`src/rtl/reg_mux_pkg.sv`:
```
// Shared mode encodings for the registered round-robin / fixed-select mux.
package reg_mux_pkg;
  localparam logic MODE_FIXED = 1'b0;
  localparam logic MODE_RR    = 1'b1;
endpackage

```
`src/rtl/reg_mux_rr_arbiter.sv`:
```
// Combinational round-robin arbiter: the first requester strictly after i_ptr wins, wrapping modulo CHANNELS.
module rr_arbiter #(
  parameter int CHANNELS = 4,
  parameter int SEL_W    = $clog2(CHANNELS)
) (
  input  logic [CHANNELS-1:0] i_req,
  input  logic [SEL_W-1:0]    i_ptr,
  output logic [CHANNELS-1:0] o_grant,
  output logic [SEL_W-1:0]    o_gnt_idx,
  output logic                o_gnt_any
);
  logic [CHANNELS-1:0]   w_mask;
  logic [2*CHANNELS-1:0] w_dbl;
  int                    w_pos;
  int                    w_idx;

  // The lower copy keeps only requests above ptr. The upper copy covers the wrap
  // back to channel 0, so the lowest set bit of w_dbl is the round-robin winner.
  always_comb begin
    for (int k = 0; k < CHANNELS; k++) w_mask[k] = (k > int'(i_ptr));
    w_dbl     = {i_req, i_req & w_mask};
    o_gnt_any = 1'b0;
    w_pos     = 0;
    for (int b = 0; b < 2*CHANNELS; b++) begin
      if (!o_gnt_any && w_dbl[b]) begin
        o_gnt_any = 1'b1;
        w_pos     = b;
      end
    end
    w_idx     = (w_pos >= CHANNELS) ? w_pos - CHANNELS : w_pos;
    o_gnt_idx = SEL_W'(w_idx);
    for (int k = 0; k < CHANNELS; k++) o_grant[k] = o_gnt_any && (k == w_idx);
  end
endmodule

```
`src/rtl/reg_mux_rr.sv`:
```
// N-channel registered mux with valid/ready flow control. It selects by a fixed index or by round-robin arbitration.
module reg_mux_rr
  import reg_mux_pkg::*;
#(
  parameter int WIDTH    = 16,
  parameter int CHANNELS = 4,
  parameter int SEL_W    = $clog2(CHANNELS)
) (
  input  logic                      i_clk,
  input  logic                      i_rst,
  input  logic [CHANNELS*WIDTH-1:0] i_data,
  input  logic [CHANNELS-1:0]       i_valid,
  output logic [CHANNELS-1:0]       o_ready,
  input  logic                      i_mode,
  input  logic [SEL_W-1:0]          i_ctrl,
  output logic [WIDTH-1:0]          o_data,
  output logic                      o_valid,
  input  logic                      i_ready,
  output logic [SEL_W-1:0]          o_sel
);
  logic [WIDTH-1:0]    r_data;
  logic                r_valid;
  logic [SEL_W-1:0]    r_sel;
  logic [SEL_W-1:0]    r_ptr;

  logic [SEL_W-1:0]    w_fix_ch;
  logic [CHANNELS-1:0] w_fix_grant;
  logic                w_fix_any;
  logic [CHANNELS-1:0] w_rr_grant;
  logic [SEL_W-1:0]    w_rr_idx;
  logic                w_rr_any;
  logic [SEL_W-1:0]    w_ch;
  logic [CHANNELS-1:0] w_grant;
  logic                w_gnt_any;
  logic                w_load_en;
  logic                w_xfer;
  logic [WIDTH-1:0]    w_sel_data;

  // Out-of-range fixed indices fall back to channel 0.
  always_comb begin
    w_fix_ch  = (int'(i_ctrl) < CHANNELS) ? i_ctrl : '0;
    w_fix_any = i_valid[w_fix_ch];
    for (int k = 0; k < CHANNELS; k++) w_fix_grant[k] = w_fix_any && (k == int'(w_fix_ch));
  end

  rr_arbiter #(.CHANNELS(CHANNELS), .SEL_W(SEL_W)) u_arb (
    .i_req     (i_valid),
    .i_ptr     (r_ptr),
    .o_grant   (w_rr_grant),
    .o_gnt_idx (w_rr_idx),
    .o_gnt_any (w_rr_any)
  );

  always_comb begin
    w_ch       = (i_mode == MODE_RR) ? w_rr_idx   : w_fix_ch;
    w_grant    = (i_mode == MODE_RR) ? w_rr_grant : w_fix_grant;
    w_gnt_any  = (i_mode == MODE_RR) ? w_rr_any   : w_fix_any;
    w_load_en  = !r_valid || i_ready;
    w_xfer     = w_load_en && w_gnt_any && !i_rst;
    o_ready    = w_xfer ? w_grant : '0;
    w_sel_data = i_data[w_ch*WIDTH +: WIDTH];
  end

  always_ff @(posedge i_clk) begin
    if (i_rst) begin
      r_data  <= '0;
      r_valid <= 1'b0;
      r_sel   <= '0;
      r_ptr   <= SEL_W'(CHANNELS-1);
    end else if (w_load_en) begin
      if (w_gnt_any) begin
        r_data  <= w_sel_data;
        r_sel   <= w_ch;
        r_valid <= 1'b1;
        if (i_mode == MODE_RR) r_ptr <= w_ch;
      end else begin
        r_valid <= 1'b0;
      end
    end
  end

  assign o_data  = r_data;
  assign o_valid = r_valid;
  assign o_sel   = r_sel;
endmodule

```
`config.mk`:
```
export PLATFORM = sky130hd
export DESIGN_NAME = reg_mux_rr
export DESIGN_NICKNAME = d
export VERILOG_FILES = /design/src/rtl/reg_mux_pkg.sv /design/src/rtl/reg_mux_rr_arbiter.sv /design/src/rtl/reg_mux_rr.sv
export SDC_FILE = /design/constraint.sdc
export NUM_CORES = 1
export LEC_CHECK = 0
export CORE_UTILIZATION = 36
export CTS_CLUSTER_DIAMETER = 80
export DETAILED_ROUTE_END_ITERATION = 6
export PLACE_DENSITY_LB_ADDON = 0.15
export SYNTH_ARGS = -nofsm -noshare
export SYNTH_HDL_FRONTEND = slang
export SYNTH_SLANG_ARGS = --single-unit
```
`constraint.sdc`:
```
create_clock -name i_clk -period 2.3 [get_ports i_clk]
set_input_delay 0.345 -clock i_clk [delete_from_list [all_inputs] [get_ports i_clk]]
set_output_delay 0.345 -clock i_clk [all_outputs]
set_load 0.01 [all_outputs]
```
==> metrics.yaml, run 1 <==
status: "finished, final reports clean"
fin_ws_ns: 0.0433
synthTopCellsByCount: "dfxtp_1 (21), a22o_1 (16), mux4_2 (10)"
ys.warnings.count: 0
synth_seq_cells: 21
cap_violations: 0
synth_top_cell_by_area: "dfxtp_1"
ios: 97
htree_levels: 1
hold_buffers: 0
vdd_ir_drop_max_v: 0.000236
avgSynthCellArea_um2: 12.0
synthTopCellsByArea: "dfxtp_1 (29%), mux4_2 (16%), mux4_1 (13%)"
cts_buffers: 3
cts_tree: "built"
period_share_pct: 98.1
path_max_fanout: 5
hold_viol: 0
grt_overflow: 0
crit_type: "primary input to output pin"
vias_per_cell: 5.26
postSynthCellCount: 120
drive_above_1_share_pct: 27.5
setup_viol: 0
synth_cell_types: 34
rows: 22
routed_wl_um: 4750
max_freq_ghz: 0.443
synth_xor_area_share_pct: 0.609
relSlewSlack_pct: 75.9
die_area_mm2: 0.00425
start_kind: "primary input"
yosysTopAreaCellShare_pct: 29.2
grt_usage_pct: 23.5
yosysMostFrequentCell: "dfxtp_1"
cts.path.max_buffers: 2
synth-edff-count: 0
synth_compound_area_share_pct: 18.4
antenna_cells: 0
gp_congestion: 0.865
synthArstFlopShare_pct: 0
drv_slew: 0
synth-simple-area-share_pct: 12.4
power.leakage_nw: 1.08
antenna_found_initial: 0
layout.nets: 319
tightest_slew_ns: 0.358
drt_iter0_markers: 70
vias: 1536
cts.sinks: 21
muxShareOfSynthArea_pct: 30.6
postRouteAntennaNets: 0
design.core.area_mm2: 0.00374
period_minus_slack_ns: 2.26
drt_first_pass_iters: 4
grt_pass1_wl_um: 7690
clk_pin_slew_ns: 0.08
yosysSeqAreaShare_pct: 29.2
p_per_area_mw_per_mm2: 463
ctsRootBufferMaster: "clkbuf_8"
clock_latency_ns: 0.26
yosys_most_used_dff: "dfxtp_1"
grt_pass1_vias: 1645
die_w_um: 65.2
post-dp-hpwl_um: 3650
syn_to_final_growth_pct: 84.0
crit_required_ns: 1.96
holdCritPathClass: "flip-flop to flip-flop"
worstSetupEndpointType: "output pin"
synthAdderAreaFrac_pct: 0
fin_worst_skew_ns: 0.00268
syn_nets: 194
p_total_mw: 1.23
initial_core_util_pct: 38.4
drcViolationCount: 0
wl_per_cell_um: 16.3
worstPathArrival_ns: 1.91
synth_top_family_by_area: "multiplexers"
netlist_area_mm2: 0.00144
io_buffers: 96
die_h_um: 65.2
grt_max_degree: 17
place_ws_ns: -0.555
final timing paths:
path / from / slack (ns) / endpoint / cells past startpoint
worst max-delay path: i_valid[0] / 0.04 / o_ready[3] / 7
worst min-delay path: o_data[3] / 0.48 / o_data[3] / 1
worst max register to register: r_ptr[0] / 0.26 / o_data[2] / 6
worst min register to register: o_data[3] / 0.48 / o_data[3] / 1
final cells by class:
cell class	count	area (um2)
multi-input combinational	86	908
fill	294	1100
inverter	5	18.8
timing repair buffer	128	1190
tap	48	60.1
clock buffer	4	45.0
sequential	21	423
power by group:
group,switching [mW],internal (mW)
Sequential,0.0277,0.408
Clock,0.116,0.123
Combinational,0.190,0.360
flip-flops by register name, indices dropped and copies added, names as in the netlist:
register / cells
o_valid: 1
o_data: 16
r_ptr: 2
o_sel: 2
worst max-delay path: stages:
cell	delay [ns]
clkdlybuf4s15_2	0.19
or4_4	0.51
mux2i_4	0.18
a21oi_1	0.08
and2b_2	0.24
nor2b_1	0.13
clkdlybuf4s15_1	0.22
cells by family after synthesis:
group                     after synthesis
and+or+nand+nor                        31
buffers and inverters                  13
DFF                                    21
xor gates and xnor gates                1
AOI/OAI and AO/OA                      34
muxes                                  20
cell usage in the layout (no fill, tap or decap), types with 2 or more instances in the layout:
master / n
clkdlybuf4s15_1: 3
clkdlybuf4s50_1: 85
buf_4: 31
a22o_1: 16
nor4_1: 2
clkbuf_8: 3
o21ai_0: 3
dfxtp_1: 19
a211o_1: 2
nor2b_1: 4
nand3_1: 3
mux4_2: 11
dfxtp_2: 2
and2b_2: 3
nand2_1: 4
nor2_1: 7
nand2b_1: 3
o21ai_2: 2
a21oi_1: 3
inv_1: 4
clkbuf_2: 5
mux4_1: 6
metal layers:
| metal | track usage, % | routed length [um] |
|---|---|---|
| met1 | 28.6 | 1930 |
| met5 | 0 | 0 |
| met4 | 8.15 | 78 |
| met3 | 2.78 | 318 |
| met2 | 42.3 | 2420 |
what timing repair did:
| item | 4_1_cts | 5_1_grt |
|---|---|---|
| resized for setup | 28 | 12 |
| hold endpoints to repair | 0 | 0 |
| setup endpoints to repair | 16 | 5 |
| buffers inserted | 12 | 0 |
| pin swaps | 1 | 2 |
stage by stage:
step / instance area, um2 / hold slack [ns] / TNS [ns] / std cells / utilization (%)
3_5_place_dp: 2520 / 0.464 / -6.80 / 277 / 67.4
4_1_cts: 2660 / 0.487 / 0 / 293 / 71.0
3_3_place_gp: 2520 / 0.459 / -6.03 / 277 / 67.4
2_1_floorplan: 1440 / 0.414 / 0 / 120 / -
6_report: 2650 / 0.481 / 0 / 292 / 70.7
5_1_grt: 2650 / 0.509 / -0.0387 / 292 / 70.7
No activity file was read; power rests on OpenSTA's default activity.
==> run 2, diff against run 1 <==
Settings changed: SLEW_MARGIN set to 0.
==> results of run 2 <==
The final DEF is identical to that of run 1; final timing and power are the same.
==> RTL edit (flow settings as in run 2) <==
Make the reset (`i_rst`) asynchronous in one clocked block.
--- a/src/rtl/reg_mux_rr.sv
+++ b/src/rtl/reg_mux_rr.sv
@@ -63,3 +63,3 @@
 
-  always_ff @(posedge i_clk) begin
+  always_ff @(posedge i_clk or posedge i_rst) begin
     if (i_rst) begin
Function: differs if i_rst is asserted again (counterexample within 4 cycles, from zero or initial values and one cycle with i_rst high); with i_rst held inactive, the same outputs for 10 cycles.
==> RTL edit against run 2 <==
- sequential share of layout area shrank 1.7 points
- design area is 40% higher
- total power is 85% higher
- wire length increased by 80%
- clock skew is 0.0032 ns higher
- sequential power up 28%
- hold slack better by 0.021 ns
- worst setup slack better by 0.029 ns
- sequential cell count stayed put
- maximum frequency is 1.3% higher
- area after synthesis up 66%
- clock power grew 6%
- largest cell class is now multi-input combinational cells
==> RTL edit: results (changes against run 2) <==
Status
  • Outcome: finished, final reports clean (unchanged)

Place
  • Dpl cells: 451 (was 277)
  • Routability cong.: 0.846 (was 0.865)
  • Worst slack, placed: -0.420 ns (was -0.555 ns)
  • HPWL Detailed: 6030 um (was 3650 um)
  • # port buffers: 96 (unchanged)

Critical path
  • Reg2Reg Depth: 8 (was 6)
  • Slowest-stage cell, CP: dfstp_2 (was or4_4)
  • CP peak stage delay: 0.54 ns (was 0.51 ns)
  • Worst-path fanout max: 6 (was 5)
  • CP Data Arrival Time: 1.88 ns (was 1.91 ns)

Clock tree
  • Clock buffer depth: 2 (unchanged)
  • Worst-Skew Late Latency: 0.26 ns (about the same)
  • Root Driver: clkbuf_8 (unchanged)
  • Clk pin slew, worst setup/hold paths: 0.08 ns (about the same)
  • H-tree depth: 1 (unchanged)
  • CTS buffer count: 3 (unchanged)

Timing
  • Normalized max-slew margin: 76.0% (was 75.9%)
  • Final Skew: 0.00591 ns (was 0.00268 ns)

Synthesis
  • Commonest cells post-synth: o21ai_0, nand3_1, nand2_1 (was dfxtp_1, a22o_1, mux4_2)
  • Synth cell types: 40 (was 34)
  • Asr flop ratio synth: 100% (was 0%)
  • Sequential area share after synthesis: 22.1% (was 29.2%)
  • YS warnings: 0 (unchanged)
  • Syn Area/Cell: 9.05 sq um (was 12.0 sq um)
  • Post-Syn Nets: 338 (was 194)
  • Synth area leaders: dfrtp_1, mux4_2, o21ai_0, nand3_1, o32a_1 (was dfxtp_1, mux4_2, mux4_1, a22o_1, buf_6)

Route
  • 1st-pass router iterations: 4 (unchanged)
  • DR WL/cell: 18.6 um (was 16.3 um)
  • Routed vias/inst: 6.01 (was 5.26)
  • WL final: 8560 um (was 4750 um)
  • Drt initial violations: 264 (was 70)

Cells and area
  • Post-layout net count: 459 (was 319)
  • Fraction of layout cells with a size suffix above 1: 26.3% (was 27.5%)
  • Fillers: 592 (was 294)
  • Max reg flops: 16 (unchanged)
  • Ant diodes: 0 (unchanged)

GRT
  • First-pass GRT wire length: 13700 um (was 7690 um)
  • Largest net degree at the start of global routing: 33 (was 17)
  • GR Util All Layers: 24.3% (was 23.5%)
  • Number of global-route vias before repair: 2770 (was 1645)
  • Antenna violations before repair: 0 (unchanged)

Power and ir drop
  • Leakage: 1.40 nW (was 1.08 nW)
  • Peak VDD IR: 297 uV (was 236 uV)

Min path
  • Hold Path Cell Cnt: 1 (unchanged)
  • Hold Crit Class: flop to flop (unchanged)
## RTL edit: changes by cell type after synthesis, moves of 8 or more
cell and change:
a21oi_1 +13, a21boi_2 +9, o21ai_1 +13, a22o_1 -16
nand2_1 +17, o32a_1 +16, dfxtp_1 -21, dfrtp_1 +19
nand3_1 +30, o21ai_0 +37, clkbuf_1 +8, a21boi_1 +9
## RTL edit: layout make-up
type                            count  area share [%]
Inverter                            2           0.203
Sequential cell                    21            14.3
Timing Repair Buffer              145            36.7
Clock buffer                        4            1.22
Tap cell                           77            2.61
Multi-Input combinational cell    212            45.0
## RTL edit: kinds of logic (layout without fill, tap and decap cells)
family	after synthesis	count (layout)	share of synthesized area [%]
buffers and inverters	31	151	9.90
AOI/OAI and AO/OA	116	116	33.8
DFF	21	21	22.1
and+or+nand+nor	74	74	15.9
muxes	22	22	18.2
## RTL edit: worst max-delay path, delay by kind of cell (launching register included)
| kind | cells | cell delay, ns |
|---|---|---|
| DFF | 1 | 0.54 |
| AOI/OAI and AO/OA | 2 | 0.43 |
| buffers and inverters | 2 | 0.41 |
| and+or+nand+nor | 1 | 0.14 |
| muxes | 1 | 0.09 |
## RTL edit: what timing repair did
item / 4_1_cts / 5_1_grt
pin swaps: 7 / 5
resized for setup: 15 / 9
endpoints found under the setup margin: 4 / 4
buffers inserted: 5 / 1
## RTL edit: metrics by stage
stage	hold WS (ns)	total power (W)	cell area [sq um]	setup TNS (ns)
floorplan	0.320	0.00134	2390	0
global placement	0.485	0.00192	3600	-3.64
detailed placement	0.491	0.00194	3600	-4.38
CTS	0.510	0.00225	3700	0
global route	0.514	0.00239	3690	0
finish	0.502	0.00226	3690	0
## RTL edit: worst paths after layout
path / endpoint / startpoint / slack [ns]
worst min register to register: o_data[12] / o_data[12] / 0.50
worst max-delay path: o_ready[2] / r_ptr[0] / 0.07
min in group asynchronous: o_sel[1] / i_rst / 0.52
max in group asynchronous: r_ptr[0] / i_rst / 1.49
worst max register to register: o_data[2] / r_ptr[1] / 0.13
worst min-delay path: o_data[12] / o_data[12] / 0.50
## RTL edit: layer usage
metal	vias up	GRT usage, %	part of all wire [%]
met5	-	0	0
met2	139	41.4	48
met4	0	7.09	2.0
li1	1265	-	-
met1	1351	32.1	42
met3	15	3.66	7.9
## RTL edit: where the power goes
part | switching [W] | total (W) | internal (W)
Sequential | 0.0000744 | 0.000559 | 0.000484
Clock | 0.000130 | 0.000253 | 0.000124
Combinational | 0.000682 | 0.00145 | 0.000771
Total | 0.000886 | 0.00226 | 0.00138
